`src/rtl/mac_job_sequencer.sv`:
```
// Job sequencer for the precision-scalable MAC: config handshake, operand streaming, pipeline drain, result hand-off.
// Optional stall counter on perf_stall is built when MAC_JOB_SEQUENCER_PERF_EN is defined.
module mac_job_sequencer #(
  parameter int LEN_W = 16
) (
  input  logic             clk,
  input  logic             rstn,
  input  logic             cfg_valid,
  output logic             cfg_ready,
  input  logic [1:0]       cfg_prec,
  input  logic [LEN_W-1:0] cfg_len,
  output logic             cfg_err,
  input  logic             in_valid,
  output logic             in_ready,
  input  logic [7:0]       in_act,
  input  logic [7:0]       in_wgt,
  output logic [7:0]       mac_act,
  output logic [7:0]       mac_wgt,
  output logic [1:0]       mac_prec,
  output logic             mac_en,
  output logic             mac_clr,
  input  logic [55:0]      mac_result,
  output logic             res_valid,
  input  logic             res_ready,
  output logic [55:0]      res_data,
  output logic [1:0]       res_prec,
  output logic [15:0]      perf_stall
);

  typedef enum logic [2:0] {S_IDLE, S_CLEAR, S_RUN, S_FLUSH, S_DONE} state_t;

  state_t           state_q, state_d;
  logic [LEN_W-1:0] cnt_q, cnt_d;
  logic [1:0]       prec_q, prec_d;
  logic             job_acc;

  always_ff @(posedge clk or negedge rstn) begin
    if (!rstn) begin
      state_q <= S_IDLE;
      cnt_q   <= '0;
      prec_q  <= '0;
    end else begin
      state_q <= state_d;
      cnt_q   <= cnt_d;
      prec_q  <= prec_d;
    end
  end

  assign job_acc = (state_q == S_IDLE) && cfg_valid && (cfg_prec != 2'd3);

  always_comb begin
    state_d   = state_q;
    cnt_d     = cnt_q;
    prec_d    = prec_q;
    cfg_ready = 1'b0;
    cfg_err   = 1'b0;
    in_ready  = 1'b0;
    mac_act   = '0;
    mac_wgt   = '0;
    mac_en    = 1'b0;
    mac_clr   = 1'b0;
    res_valid = 1'b0;
    res_data  = '0;
    res_prec  = '0;
    mac_prec  = (state_q == S_IDLE) ? 2'd0 : prec_q;
    unique case (state_q)
      S_IDLE: begin
        cfg_ready = 1'b1;
        if (cfg_valid) begin
          if (cfg_prec == 2'd3) begin
            cfg_err = 1'b1;
          end else begin
            prec_d  = cfg_prec;
            cnt_d   = cfg_len;
            state_d = S_CLEAR;
          end
        end
      end
      S_CLEAR: begin
        mac_clr = 1'b1;
        state_d = (cnt_q != '0) ? S_RUN : S_FLUSH;
      end
      S_RUN: begin
        in_ready = 1'b1;
        mac_act  = in_act;
        mac_wgt  = in_wgt;
        mac_en   = in_valid;
        if (in_valid) begin
          cnt_d = cnt_q - LEN_W'(1);
          if (cnt_q == LEN_W'(1)) state_d = S_FLUSH;
        end
      end
      S_FLUSH: begin
        // Zero operands push the last product into the accumulator and leave a zero product behind.
        mac_en  = 1'b1;
        state_d = S_DONE;
      end
      S_DONE: begin
        res_valid = 1'b1;
        res_data  = mac_result;
        res_prec  = prec_q;
        if (res_ready) state_d = S_IDLE;
      end
      default: state_d = S_IDLE;
    endcase
  end

`ifdef MAC_JOB_SEQUENCER_PERF_EN
  logic [15:0] stall_q;

  always_ff @(posedge clk or negedge rstn) begin
    if (!rstn)
      stall_q <= '0;
    else if (job_acc)
      stall_q <= '0;
    else if (state_q == S_RUN && !in_valid && stall_q != 16'hFFFF)
      stall_q <= stall_q + 16'd1;
  end

  assign perf_stall = stall_q;
`else
  assign perf_stall = '0;
`endif

endmodule

```
`config.mk`:
```
export PLATFORM = sky130hd
export DESIGN_NAME = mac_job_sequencer
export DESIGN_NICKNAME = d
export VERILOG_FILES = /design/src/rtl/mac_job_sequencer.sv
export SDC_FILE = /design/constraint.sdc
export NUM_CORES = 1
export LEC_CHECK = 0
export ABC_AREA = 1
export CAP_MARGIN = 0
export CORE_MARGIN = 2
export CORE_UTILIZATION = 35
export CTS_CLUSTER_SIZE = 25
export DETAILED_ROUTE_END_ITERATION = 6
export GPL_TIMING_DRIVEN = 0
export PLACE_DENSITY_LB_ADDON = 0.08
export SLEW_MARGIN = 20
export SYNTH_ARGS = -nofsm -noshare
export SYNTH_HDL_FRONTEND = slang
export SYNTH_SLANG_ARGS = --single-unit
```
`constraint.sdc`:
```
create_clock -name clk -period 2.5 [get_ports clk]
set_input_delay 0.625 -clock clk [delete_from_list [all_inputs] [get_ports clk]]
set_output_delay 0.625 -clock clk [all_outputs]
set_load 0.02 [all_outputs]
```
==> results.json <==
{
  "synth_cells": 420,
  "grt-ovfl-total": 0,
  "synth_top_cell_area_share_pct": 23.5,
  "drt_iter0_drc": 163,
  "insertion_delay_ns": 0.27,
  "fin_crit_sh_pct": 97.2,
  "die_area_um2": 7030,
  "cts_root_buf": "clkbuf_8",
  "finalClockSkew_ns": 0.00427,
  "grtUsageTotal_pct": 22.6,
  "yosysSeqAreaShare_pct": 23.5,
  "dp_cells": 688,
  "clock_sinks": 21,
  "crit_chain": "inv_2 > nand2_1 > nor2_2 > buf_2 > dlygate4sd2_1",
  "power_mw": 3.33,
  "status": "finished, final reports clean",
  "synth_top_cell_by_area": "dfrtp_1",
  "worstPathArrival_ns": 1.80,
  "fmax_mhz": 412,
  "fin_nets": 713,
  "core-area_um2": 6240,
  "avgViaCountPerCell": 4.25,
  "crit_fanout": 10,
  "synth_area_leaders": "dfrtp_1 (24%), nor2_1 (19%), inv_1 (16%)",
  "critPathLaunchType": "flop",
  "row_count": 29,
  "irDropWorstVdd_mv": 0.403,
  "tns_ns": 0,
  "first_global_vias": 2965,
  "die_x_um": 83.9,
  "final_cell_count_no_fill": 692,
  "synth_area_um2": 2230,
  "required_ns": 1.88,
  "drc": 0,
  "powerDensity_nw_per_um2": 836,
  "finalSetupViolCount": 0,
  "cp_top_family": "buffers and inverters",
  "place_area_um2": 4150,
  "fin_hold_ws_ns": 0.309,
  "grt_pass1_wl_um": 13200,
  "clockBufferDepth": 2,
  "cp-end-kind": "primary output",
  "cts_tree": "yes",
  "postCtsSetupRepairBufs": 0,
  "period_minus_slack_ns": 2.43,
  "wire_per_inst_um": 11.2,
  "pin_count": 193,
  "avgSynthCellArea_um2": 5.31,
  "path_clk_slew_ns": 0.08,
  "worst-r2r-cell-count": 7,
  "relSlewSlack_pct": 66.2,
  "initial_utilization_pct": 35.8,
  "worst_pin_slew_ns": 0.506,
  "max_cap_violations": 0,
  "cts-htree-levels": 1,
  "dr.pass1.iters": 4,
  "drive_above_1_share_pct": 14.5,
  "crit_type": "flop to primary output",
  "slew_violations": 0,
  "die_height_um": 83.9,
  "crit_path_top_delay_cell": "dfrtp_1",
  "path_buf_inv": 3,
  "cts_made_buffers": 3,
  "antenna_found_initial": 0,
  "r2r_slack_ns": 0.90,
  "portBuffers": 176,
  "routed_wl_um": 7720,
  "yosys_warnings": 0,
  "p_leak_nw": 2.44,
  "slowest_delay_ns": 0.44,
  "reg2reg_to": "cnt_q[3]$_DFFE_PN0P_",
  "synth_seq_cells": 21,
  "antennaDiodeCount": 0,
  "ant_nets": 0,
  "final_area_um2": 3980,
  "hold_violations": 0,
  "ys_types": 24,
  "syn_to_final_growth_pct": 78.3,
  "grt_max_degree": 22,
  "r2r_start": "state_q[0]$_DFFE_PN0P_",
  "hp-class": "input pin to async pin",
  "rsz0062_at_grt": "true",
  "place.gp.congestion": 0.855,
  "hpwlAfterDp_um": 6530,
  "via_count": 2939,
  "fillers": 611
}
worst reg2reg max path, stage by stage (launching register included):
cell and delay (ns):
dfrtp_1 0.44, nor2_2 0.22, nand3_1 0.14, nand2_2 0.10, nand3_2 0.15, buf_2 0.24, o21ai_1 0.14, nand2_1 0.06
worst max-delay path by stage:
stage,startpoint,end,depth (start not counted)
final,state_q[2]$_DFFE_PN0P_,in_ready,5
after global placement,cfg_prec[0],cfg_err,4
after CTS,state_q[2]$_DFFE_PN0P_,mac_wgt[5],6
after detailed placement,cfg_prec[0],cfg_err,4
after floorplan,state_q[2]$_DFFE_PN0P_,mac_act[0],5
after global routing,state_q[2]$_DFFE_PN0P_,in_ready,5
layout make-up:
cell class	instances	area [um2]	share of cell area, %
clock buffers	3	41.3	1.04
flip-flops and latches	21	526	13.2
inverters	100	375	9.43
multi-input cells	285	1210	30.3
well taps	77	96.3	2.42
clock inverters	1	5.00	0.126
repair buffers	176	1540	38.6
plain buffers	29	194	4.87
routing by layer:
layer | part of all wire (%) | wire (um) | vias to the layer above | track usage (%)
li1 | - | - | 1559 | -
met1 | 40 | 3060 | 1259 | 26.1
met2 | 50 | 3890 | 114 | 41.2
met3 | 8.5 | 660 | 7 | 5.74
met4 | 1.4 | 110 | 0 | 6.30
met5 | 0 | 0 | - | 0
stage by stage:
stage,worst slack [ns],utilization (%)
final,0.0703,63.8
after global routing,-0.0837,63.8
after CTS,0.0417,65.8
after detailed placement,-0.184,66.4
after global placement,-0.146,66.4
after floorplan,0.636,-
cell usage after synthesis:
| library cell | number |
|---|---|
| nor2_1 | 112 |
| inv_1 | 96 |
| nand2_1 | 90 |
| dfrtp_1 | 21 |
| nand3_1 | 21 |
| buf_4 | 16 |
| o21ai_0 | 9 |
| or2_2 | 7 |
| a21oi_1 | 6 |
| buf_2 | 6 |
| clkbuf_1 | 6 |
| nor2_2 | 5 |
| o21ai_1 | 5 |
| inv_2 | 4 |
| or2_0 | 4 |
| nor3_1 | 3 |
| ha_1 | 2 |
| buf_6 | 1 |
| conb_1 | 1 |
| nand2_2 | 1 |
| nand3_2 | 1 |
| nand4_1 | 1 |
| nor2_4 | 1 |
| o22ai_1 | 1 |
registers in the layout, indices dropped and copies added (netlist names):
register and count:
state_q 3, cnt_q 16, prec_q 2
kinds of logic after synthesis:
logic type,Yosys count,synth area share [%]
adder cells (fa/ha/maj),2,1.12
AO/OA/AOI/OAI,21,4.76
buffers and inverters,129,25.1
AND/OR/NAND/NOR,246,45.3
other,1,0.168
flip-flops,21,23.5
what timing repair did:
| action | 4_1_cts | 5_1_grt |
|---|---|---|
| setup endpoints to repair | 74 | 60 |
| hold buffers | 0 | 0 |
| resized for setup | 86 | 76 |
where the power goes:
group | switching [mW] | total (mW) | internal (mW)
clock network | 0.126 | 0.238 | 0.112
registers | 0.165 | 0.681 | 0.516
logic | 1.51 | 2.41 | 0.893
total | 1.80 | 3.33 | 1.52
cells in the final DEF, fill, tap and decap left out, types with 2 or more instances in the layout:
master | synthesis | layout
inv_2 | 4 | 4
buf_2 | 6 | 6
dlygate4sd2_1 | 0 | 38
ha_1 | 2 | 2
conb_1 | 1 | 16
a21oi_1 | 6 | 6
nand2_2 | 1 | 2
nor3_1 | 3 | 3
o21ai_1 | 5 | 5
clkbuf_2 | 0 | 41
nor2_1 | 112 | 112
clkdlybuf4s50_1 | 0 | 96
or2_2 | 7 | 7
o21ai_0 | 9 | 9
or2_0 | 4 | 4
buf_4 | 16 | 16
nand2_1 | 90 | 89
clkdlybuf4s15_1 | 0 | 5
clkbuf_8 | 0 | 3
inv_1 | 96 | 96
nor2_2 | 5 | 5
dfrtp_1 | 21 | 21
nand3_1 | 21 | 21
Note: power is estimated with default switching activity, not from simulation.
